<file path="config.mk">
export PLATFORM = sky130hd
export DESIGN_NAME = sr_bank_writer
export DESIGN_NICKNAME = d
export VERILOG_FILES = /design/src/rtl/sr_bank_writer.sv
export SDC_FILE = /design/constraint.sdc
export NUM_CORES = 1
export LEC_CHECK = 0
export ABC_CLOCK_PERIOD_IN_PS = 2560
export CAP_MARGIN = 15
export CORE_MARGIN = 8
export CORE_UTILIZATION = 47
export CTS_CLUSTER_SIZE = 40
export DETAILED_ROUTE_END_ITERATION = 10
export PLACE_DENSITY = 0.9
export SLEW_MARGIN = 10
export SYNTH_ARGS = -nofsm -noshare
export SYNTH_HDL_FRONTEND = slang
export SYNTH_SLANG_ARGS = --single-unit
export TNS_END_PERCENT = 20
</file>
<file path="constraint.sdc">
create_clock -name i_clk -period 2.56 [get_ports i_clk]
set_input_delay 0.256 -clock i_clk [delete_from_list [all_inputs] [get_ports i_clk]]
set_output_delay 0.256 -clock i_clk [all_outputs]
set_load 0.1 [all_outputs]
</file>
<file path="src/rtl/sr_bank_writer.sv">
// Write initiator for a bank of WIDTH set/reset flip-flops: drives only the bits that must change.
// Optional readback verification with retry is enabled by defining SR_BANK_WRITER_READBACK_EN.
module sr_bank_writer #(
    parameter int WIDTH       = 8,
    parameter int HOLD_CYCLES = 1,
    parameter int MAX_RETRY   = 3
) (
    input  logic             i_clk,
    input  logic             i_rst,
    input  logic             i_wr_valid,
    output logic             o_wr_ready,
    input  logic [WIDTH-1:0] i_wr_data,
    output logic [WIDTH-1:0] o_s_out,
    output logic [WIDTH-1:0] o_r_out,
    input  logic [WIDTH-1:0] i_q_in,
    input  logic [WIDTH-1:0] i_qbar_in,
    output logic             o_busy,
    output logic             o_done,
    output logic             o_err,
    output logic [WIDTH-1:0] o_err_mask
);

    localparam logic [2:0] IDLE    = 3'd0;
    localparam logic [2:0] COMPUTE = 3'd1;
    localparam logic [2:0] DRIVE   = 3'd2;
    localparam logic [2:0] RELEASE = 3'd3;
    localparam logic [2:0] CHECK   = 3'd4;
    localparam int HW = (HOLD_CYCLES > 1) ? $clog2(HOLD_CYCLES) : 1;

    logic [2:0]       r_state;
    logic [2:0]       w_state_nx;
    logic [WIDTH-1:0] r_target;
    logic [WIDTH-1:0] r_s;
    logic [WIDTH-1:0] r_r;
    logic [HW-1:0]    r_hold;
    logic             r_ready;
    logic             r_done;
    logic             r_err;
    logic [WIDTH-1:0] r_err_mask;
    logic [WIDTH-1:0] w_set_mask;
    logic [WIDTH-1:0] w_rst_mask;
    logic             w_accept;

`ifdef SR_BANK_WRITER_READBACK_EN
    localparam int RW = (MAX_RETRY > 0) ? $clog2(MAX_RETRY + 1) : 1;
    localparam logic [2:0] POST_RELEASE = CHECK;
    logic [RW-1:0]    r_retry;
    logic [WIDTH-1:0] w_bad;

    assign w_set_mask = r_target & ~i_q_in;
    assign w_rst_mask = ~r_target & i_q_in;
    // A bit is bad if it holds the wrong value or q/qbar are not complementary.
    assign w_bad      = (i_q_in ^ r_target) | ~(i_q_in ^ i_qbar_in);
`else
    localparam logic [2:0] POST_RELEASE = IDLE;
    logic [WIDTH-1:0] r_shadow;
    logic             r_shadow_valid;
    logic             w_unused_readback;

    assign w_unused_readback = ^{i_q_in, i_qbar_in};
    // Until the shadow is known, every bit is forced to its target value.
    assign w_set_mask = r_shadow_valid ? (r_target & ~r_shadow) : r_target;
    assign w_rst_mask = r_shadow_valid ? (~r_target & r_shadow) : ~r_target;
`endif

    assign w_accept   = (r_state == IDLE) && r_ready && i_wr_valid;
    assign o_wr_ready = r_ready;
    assign o_busy     = (r_state != IDLE);
    assign o_s_out    = r_s;
    assign o_r_out    = r_r;
    assign o_done     = r_done;
    assign o_err      = r_err;
    assign o_err_mask = r_err_mask;

    // Next-state selection.
    always_comb begin
        w_state_nx = r_state;
        case (r_state)
            IDLE: begin
                if (w_accept) w_state_nx = COMPUTE;
                else          w_state_nx = IDLE;
            end
            COMPUTE: begin
                if ((w_set_mask | w_rst_mask) != '0) w_state_nx = DRIVE;
                else                                  w_state_nx = POST_RELEASE;
            end
            DRIVE: begin
                if (r_hold == '0) w_state_nx = RELEASE;
                else              w_state_nx = DRIVE;
            end
            RELEASE: w_state_nx = POST_RELEASE;
            CHECK: begin
`ifdef SR_BANK_WRITER_READBACK_EN
                if ((w_bad != '0) && (r_retry < RW'(MAX_RETRY))) w_state_nx = COMPUTE;
                else                                              w_state_nx = IDLE;
`else
                w_state_nx = IDLE;
`endif
            end
            default: w_state_nx = IDLE;
        endcase
    end

    // State, drive outputs and status pulses.
    always_ff @(posedge i_clk or posedge i_rst) begin
        if (i_rst) begin
            r_state    <= IDLE;
            r_ready    <= 1'b0;
            r_target   <= '0;
            r_s        <= '0;
            r_r        <= '0;
            r_hold     <= '0;
            r_done     <= 1'b0;
            r_err      <= 1'b0;
            r_err_mask <= '0;
`ifdef SR_BANK_WRITER_READBACK_EN
            r_retry    <= '0;
`else
            r_shadow       <= '0;
            r_shadow_valid <= 1'b0;
`endif
        end else begin
            r_state <= w_state_nx;
            r_ready <= (w_state_nx == IDLE);
            r_done  <= 1'b0;
            r_err   <= 1'b0;
            case (r_state)
                IDLE: begin
                    if (w_accept) begin
                        r_target   <= i_wr_data;
                        r_err_mask <= '0;
`ifdef SR_BANK_WRITER_READBACK_EN
                        r_retry    <= '0;
`endif
                    end
                end
                COMPUTE: begin
                    if (w_state_nx == DRIVE) begin
                        r_s    <= w_set_mask;
                        r_r    <= w_rst_mask;
                        r_hold <= HW'(HOLD_CYCLES - 1);
                    end
`ifndef SR_BANK_WRITER_READBACK_EN
                    else begin
                        r_done <= 1'b1;
                    end
`endif
                end
                DRIVE: begin
                    if (r_hold == '0) begin
                        r_s <= '0;
                        r_r <= '0;
                    end else begin
                        r_hold <= r_hold - HW'(1);
                    end
                end
                RELEASE: begin
`ifndef SR_BANK_WRITER_READBACK_EN
                    r_shadow       <= r_target;
                    r_shadow_valid <= 1'b1;
                    r_done         <= 1'b1;
`endif
                end
                CHECK: begin
`ifdef SR_BANK_WRITER_READBACK_EN
                    if (w_bad == '0) begin
                        r_done <= 1'b1;
                    end else if (r_retry < RW'(MAX_RETRY)) begin
                        r_retry <= r_retry + RW'(1);
                    end else begin
                        r_err      <= 1'b1;
                        r_err_mask <= w_bad;
                    end
`endif
                end
                default: ;
            endcase
        end
    end

endmodule

</file>
* Word level (Yosys, flattened, before mapping) *
Index checks and enable logic that the tools add are counted.

word-level totals
  bits of input ports = 27
  flip-flop bits (word level) = 39
  word-level logic and storage cells = 47

cells by class
  eq/ne operators = 6
  muxes and demuxes = 16
  bitwise operators = 5
  add/subtract/negate cells = 1
  reductions and logical operators = 10

operators with widths
  kind                                                                   count
  8-bit two-way mux                                                      5
  8-bit one-hot mux with 2 select lines                                  2
  8-bit AND                                                              2
  8-bit inverter                                                         2
  3-bit by 2-bit equality test with 1-bit output, second input constant  3
  3-bit one-hot mux with 3 select lines                                  1
  8-bit OR                                                               1
  8-bit nonzero test                                                     1
  3-bit zero test                                                        2
  1-bit two-way mux                                                      5
  2-bit inequality test, second input constant                           2
  1-bit one-hot mux with 2 select lines                                  2
  2-bit AND reduction                                                    2
  3-bit by 1-bit equality test with 1-bit output, second input constant  1
  3-bit AND reduction                                                    1
  3-bit nonzero test                                                     1
  1-bit logical AND                                                      2
  2-bit two-way mux                                                      1
  2-bit nonzero test                                                     1
  1-bit subtractor, second input constant                                1

* Longest topological paths before layout *
Gate-level depths: netlist of run 1.

  depth in word-level cells = 10
  depth in mapped cells = 6
  gate-level depth less buffers = 4

* Least setup slack after synthesis of run 1 *
OpenSTA, ideal clock, no wires.

  kind = register to register
  start = reg r_state[1]
  end = reg r_target[0]
  path slack = 0.372 ns
  required time = 2.435 ns
  data arrival time = 2.063 ns
  cell stages (with the launch flop) = 6
  cell sequence = dfrtp_1 clkbuf_1 nor2_1 inv_1 nor2_1 mux2_2

between the ends
  longest elaborated chain between the ends = 4

RTL lines
  what                             RTL line  RTL
  from (decl)                      30        logic [2:0] r_state;
  from (signal assigned)           123       r_state <= w_state_nx;
  3-bit zero test *                66, 127
  1-bit logical AND (2 in series)  66        assign w_accept = (r_state == IDLE) && r_ready && i_wr_valid;
  2-bit AND reduction (no line) *  --
  to (signal assigned)             130       r_target <= i_wr_data;
  to (decl)                        32        logic [WIDTH-1:0] r_target;

Mark *: on every way between the ends. The rest lies on a longest branch, timed or not.
A chain may end at the register's enable or synchronous reset.

* Worst setup path after layout of run 1 *
  start = reg r_shadow_valid
  end = reg r_r[1], in the netlist o_r_out[1]

between the ends
  longest elaborated chain between the ends = 8
  elaborated cells on any way between the ends = 11
  those cells by class = eq/ne: 2; mux: 6; bitwise: 1; reduce/logical: 2

RTL lines
  what                                            RTL line  RTL
  from (decl)                                     57        logic r_shadow_valid;
  from (signal assigned)                          120       r_shadow_valid <= 1'b0;
  from (signal assigned)                          160       r_shadow_valid <= 1'b1;
  8-bit two-way mux, on equally long branches     62, 63
  8-bit OR                                        84        if ((w_set_mask | w_rst_mask) != '0) w_state_nx = DRIVE;
  8-bit nonzero test                              84
  2-bit two-way mux                               84
  3-bit one-hot mux with 3 select lines           78        case (r_state)
  3-bit by 2-bit equality test with 1-bit output  138       if (w_state_nx == DRIVE) begin
  2-bit inequality test (no line)                 --
  3-bit AND reduction (no line)                   --
  to (signal assigned)                            140       r_r <= w_rst_mask;
  to (decl)                                       34        logic [WIDTH-1:0] r_r;

Parallel ways exist; a longest one is shown, timed or not. The select of a mux whose other input is x is not followed.

==> results.sh, run 1 <==
export IMPL_status="completed"
export IMPL_layout_drive_gt1_share_pct=26.5
export IMPL_syn_area_um2=1850
export IMPL_reg2reg_depth=5
export IMPL_numCtsBuffers=5
export IMPL_grt_pass1_wl_um=6040
export IMPL_startpoint_type="flip-flop"
export IMPL_boundaryPins=55
export IMPL_stdcell_area_um2=2180
export IMPL_vias=1273
export IMPL_ctsResizeCount=0
export IMPL_postCtsHoldBufs=0
export IMPL_yosys_warnings=0
export IMPL_finClkSkew_ns=0.00593
export IMPL_wire_per_inst_um=14.7
export IMPL_dr_pass1_iters=4
export IMPL_clockRootBuffer="clkbuf_8"
export IMPL_fillCellCount=336
export IMPL_wl_um=3580
export IMPL_cts_max_level=2
export IMPL_worst_slew_pin_transition_ns=0.502
export IMPL_chipHeight_um=78.7
export IMPL_seq_area_frac_synth_pct=50.2
export IMPL_regToRegStartpoint="r_shadow_valid"
export IMPL_num_rows=22
export IMPL_clock_sinks=37
export IMPL_antenna_found_initial=0
export IMPL_r2r_end="o_r_out[1]"
export IMPL_slew_headroom_pct=66.5
export IMPL_overflow=0
export IMPL_reg2reg_slack_ns=0.78
export IMPL_syn_avg_cell_area_um2=11.1
export IMPL_fp_dieW_um=78.7
export IMPL_dpl_cell_area_um2=2110
export IMPL_gp_congestion=0.754
export IMPL_period_needed_ns=1.78
export IMPL_hpwl_um=2530
export IMPL_cts_setup_buffers=0
export IMPL_syn_inst=166
export IMPL_coreArea_um2=3720
export IMPL_layout_common_cells="37 x dfrtp_1, 24 x buf_4, 17 x nand2_1"
export IMPL_finalHoldViolCount=0
export IMPL_finalNonFillerCells=244
export IMPL_grt_pass1_vias=1287
export IMPL_hold_class="input port to async pin"
export IMPL_critPathMaxFanout=18
export IMPL_final_max_slew_viol_count=0
export IMPL_rsz0062_at_grt="false"
export IMPL_die_area_um2=6190
export IMPL_layout_commonest_cell="dfrtp_1"
export IMPL_start_util_pct=49.7
export IMPL_netlist_cell_type_count=27
export IMPL_cap_violations=0
export IMPL_period_share_pct=69.4
export IMPL_clk_latency_ns=0.28
export IMPL_dpl_cell_count=238
export IMPL_synth_top_area_share_pct=50.2
export IMPL_cp_data_required_time_ns=2.78
export IMPL_nets=224
export IMPL_clk_pin_slew_ns=0.07
export IMPL_gr_usage_all_layers_pct=12.4
export IMPL_drt_iter0_markers=86
export IMPL_drc=0
export IMPL_viasPerCell=5.22
export IMPL_crit_type="flip-flop to flip-flop"
export IMPL_tritoncts="done"
export IMPL_drtAntennaViolNets=0
export IMPL_regArea_um2=926
export IMPL_ctsLongestPathBuffers=2
export IMPL_arrival_ns=2.00
export IMPL_synth_area_leaders="dfrtp_1 50%, mux2_2 9.8%, a21o_1 5.7%, buf_4 3.7%, nand2_1 3.5%"
export IMPL_area_delta_synth_final_pct=18.2
export IMPL_multi_input_area_um2=830
export IMPL_synth_area_leader_cell="dfrtp_1"
export IMPL_grt_max_degree=38
export IMPL_fin_setup_tns_ns=0
export IMPL_antenna_cells=0
export IMPL_ys_ff_latch=37
export IMPL_fmax_mhz=563
export IMPL_critical_path_endpoint_type="flip-flop"
export IMPL_io_buffers=29
export IMPL_setup_viol=0
-- state kept, by name (all words and copies together), names as in the netlist --
name            flops
o_done              1
o_r_out             8
o_s_out             8
o_wr_ready          1
r_shadow            8
r_shadow_valid      1
r_state             2
r_target            8
-- how the worst max path moves through the flow --
stage | start | to | slack [ns]
after floorplan | r_state[1] | r_target[0] | 0.37
after global routing | r_shadow_valid | o_s_out[5] | 0.68
after global placement | r_shadow_valid | o_r_out[7] | 0.84
after detailed placement | r_shadow_valid | o_r_out[1] | 0.81
after CTS | r_shadow_valid | o_r_out[1] | 0.79
final | r_shadow_valid | o_r_out[1] | 0.78
-- cell families after synthesis --
| group | after synthesis | share of synthesized area, % |
|---|---|---|
| xor gates and xnor gates | 9 | 4.27 |
| other | 1 | 0.203 |
| AOI/OAI and AO/OA | 44 | 17.8 |
| muxes | 16 | 9.76 |
| and+or+nand+nor | 38 | 11.3 |
| DFF | 37 | 50.2 |
| buffers and inverters | 21 | 6.51 |
-- metal layers --
layer  track usage, %  share of wire, %
met1             14.1                43
met2             19.1                46
met3             6.26               9.9
met4             5.74               1.3
met5                0                 0
-- layout make-up --
cell class | count | area share [%]
multi-input combinational | 116 | 38.0
clock inverter | 1 | 0.229
sequential | 37 | 42.5
tap | 48 | 2.75
clock buffer | 5 | 3.16
inverter | 3 | 0.516
timing repair buffer | 34 | 12.9
-- per-stage QoR --
step	util (%)	setup WS, ns	hold WS [ns]
6_report	58.7	0.783	0.394
5_1_grt	58.7	0.680	0.448
4_1_cts	58.7	0.786	0.406
3_5_place_dp	56.7	0.807	0.493
3_3_place_gp	56.7	0.845	0.485
2_1_floorplan	-	0.372	0.408
-- cells in the mapped netlist (all sizes together) --
cell type  number
a21oi           6
nor2b           8
xor2            5
mux2           16
a211o           1
nand3b          1
a21boi          1
xnor2           4
buf            11
or4             1
o31ai           8
nand3           2
a21bo           4
o21ai           3
nor4            1
nand2b          3
a21o           14
dfrtp          37
nor2            3
nand2          17
clkbuf          7
nor3b           2
inv             3
conb            1
a22o            7
-- critical path: stages (launching register included) --
cell,delay (ns)
dfrtp_1,0.66
nand2_1,0.09
or4_4,0.44
nor4_4,0.17
buf_4,0.22
a21o_1,0.14
Power of run 1 is not shown: default switching activity piles up to over one toggle a cycle in this logic, so the estimate is an artifact.
==> run 2, diff against run 1 <==
- ABC_CLOCK_PERIOD_IN_PS: 2560 -> 1700
- clock period: 2.56 -> 1.7 ns (I/O delays scaled with it)
==> results.sh, run 2 (synthesis gave the netlist of run 1 again) <==
export IMPL_period_needed_ns=1.71
export IMPL_path_cells="xor2_1, or4_4, nor4_4, buf_4, a211o_1"
export IMPL_gp_congestion=0.726
export IMPL_arrival_ns=1.94
export IMPL_start_util_pct=49.7
export IMPL_final_max_slew_viol_count=0
export IMPL_drt_iter0_markers=100
export IMPL_crit_buf_inv=1
export IMPL_hold_class="input port to async pin"
export IMPL_layout_common_cells="37 x dfrtp_1, 17 x nand2_1, 17 x buf_12"
export IMPL_clk_latency_ns=0.29
export IMPL_regArea_um2=926
export IMPL_boundaryPins=55
export IMPL_crit_type="flip-flop to flip-flop"
export IMPL_period_share_pct=101
export IMPL_nets=233
export IMPL_vias=1354
export IMPL_grt_pass1_wl_um=6810
export IMPL_area_delta_synth_final_pct=35.1
export IMPL_critical_path_endpoint_type="flip-flop"
export IMPL_fmax_mhz=584
export IMPL_fp_dieW_um=78.7
export IMPL_cts_setup_buffers=0
export IMPL_layout_drive_gt1_share_pct=31.9
export IMPL_cp_data_required_time_ns=1.93
export IMPL_chipHeight_um=78.7
export IMPL_fin_ws_ns=-0.0123
export IMPL_slowest_delay_ns=0.55
export IMPL_wire_per_inst_um=15.6
export IMPL_antenna_cells=0
export IMPL_setup_viol=3
export IMPL_cts_max_level=2
export IMPL_gr_usage_all_layers_pct=13.8
export IMPL_antenna_found_initial=0
export IMPL_fin_setup_tns_ns=-0.0235
export IMPL_grt_pass1_vias=1449
export IMPL_finClkSkew_ns=0.00376
export IMPL_critPathMaxFanout=10
export IMPL_clk_pin_slew_ns=0.07
export IMPL_drc=0
export IMPL_viasPerCell=5.31
export IMPL_die_area_um2=6190
export IMPL_wl_um=3990
export IMPL_cap_violations=0
export IMPL_slowest_stage="or4_4"
export IMPL_overflow=0
export IMPL_drtAntennaViolNets=0
export IMPL_ctsLongestPathBuffers=2
export IMPL_coreArea_um2=3720
export IMPL_startpoint_type="flip-flop"
export IMPL_numCtsBuffers=5
export IMPL_clock_sinks=37
export IMPL_status="finished, violations left"
export IMPL_layout_commonest_cell="dfrtp_1"
export IMPL_finalHoldViolCount=0
export IMPL_rsz0062_at_grt="true"
export IMPL_clockRootBuffer="clkbuf_8"
export IMPL_tritoncts="done"
export IMPL_postCtsHoldBufs=0
export IMPL_dr_pass1_iters=4
export IMPL_ctsResizeCount=0
export IMPL_fillCellCount=278
export IMPL_cp_top_family="simple AND/OR/NAND/NOR gates"
export IMPL_io_buffers=29
export IMPL_num_rows=22
export IMPL_violations="negative setup slack"
export IMPL_grt_max_degree=38
export IMPL_multi_input_area_um2=845
export IMPL_hpwl_um=2880
## run 2: cell types whose count changed in the layout (fill, tap and decap cells not counted), sizes merged
| cell | previous run | this run |
|---|---|---|
| clkinvlp | 0 | 2 |
| buf | 24 | 33 |
| clkinv | 1 | 2 |
| inv | 3 | 2 |
## run 2: what timing repair did
action                     4_1_cts  5_1_grt
pin swaps                        0        0
setup endpoints to repair       14       19
hold endpoints to repair         0        0
## run 2: area by class of cell
cell class	count	area share, %
Multi-Input combinational cell	116	33.9
Inverter	3	0.602
Sequential cell	37	37.1
Timing Repair Buffer	43	22.5
Clock buffer	5	2.76
Tap cell	48	2.41
Clock inverter	3	0.703
## run 2: stage by stage
stage / cell area (µm²) / setup WS, ns / hold WS, ns / utilization, % / std cells
2_1_floorplan: 1900 / -0.250 / 0.322 / - / 174
3_3_place_gp: 2410 / 0.0349 / 0.540 / 64.7 / 247
3_5_place_dp: 2410 / 0.00991 / 0.559 / 64.7 / 247
4_1_cts: 2490 / -0.0200 / 0.308 / 67.1 / 255
5_1_grt: 2490 / -0.0719 / 0.372 / 67.1 / 255
6_report: 2490 / -0.0123 / 0.296 / 67.1 / 255
## run 2: worst paths after layout
path / cells after the start / end / startpoint / slack, ns
worst max-delay path: 5 / o_s_out[7] / r_target[2] / -0.01
worst min-delay path: 3 / o_wr_ready / i_rst / 0.30
worst max register to register: 5 / o_s_out[7] / r_target[2] / -0.01
worst min register to register: 1 / o_s_out[4] / o_s_out[4] / 0.57
max in group asynchronous: 3 / o_r_out[5] / i_rst / 1.08
min in group i_clk: 2 / r_target[5] / i_wr_data[5] / 0.49
## run 2: worst register-to-register path: cells and delay by family (launching register included)
family                    cells  cell delay, ns
and+or+nand+nor               2            0.71
DFF                           1            0.41
xor gates and xnor gates      1            0.18
buffers and inverters         1            0.22
AOI/OAI and AO/OA             1            0.14
## run 2: routing by layer
layer  track usage, %  up-vias  share of wire (%)
li1                 -      639                  -
met1             16.4      669                 43
met2             22.4       42                 49
met3             4.78        4                6.3
met4             5.00        0                1.6
met5                0        -                  0
Power of run 2 is left out for the same reason.
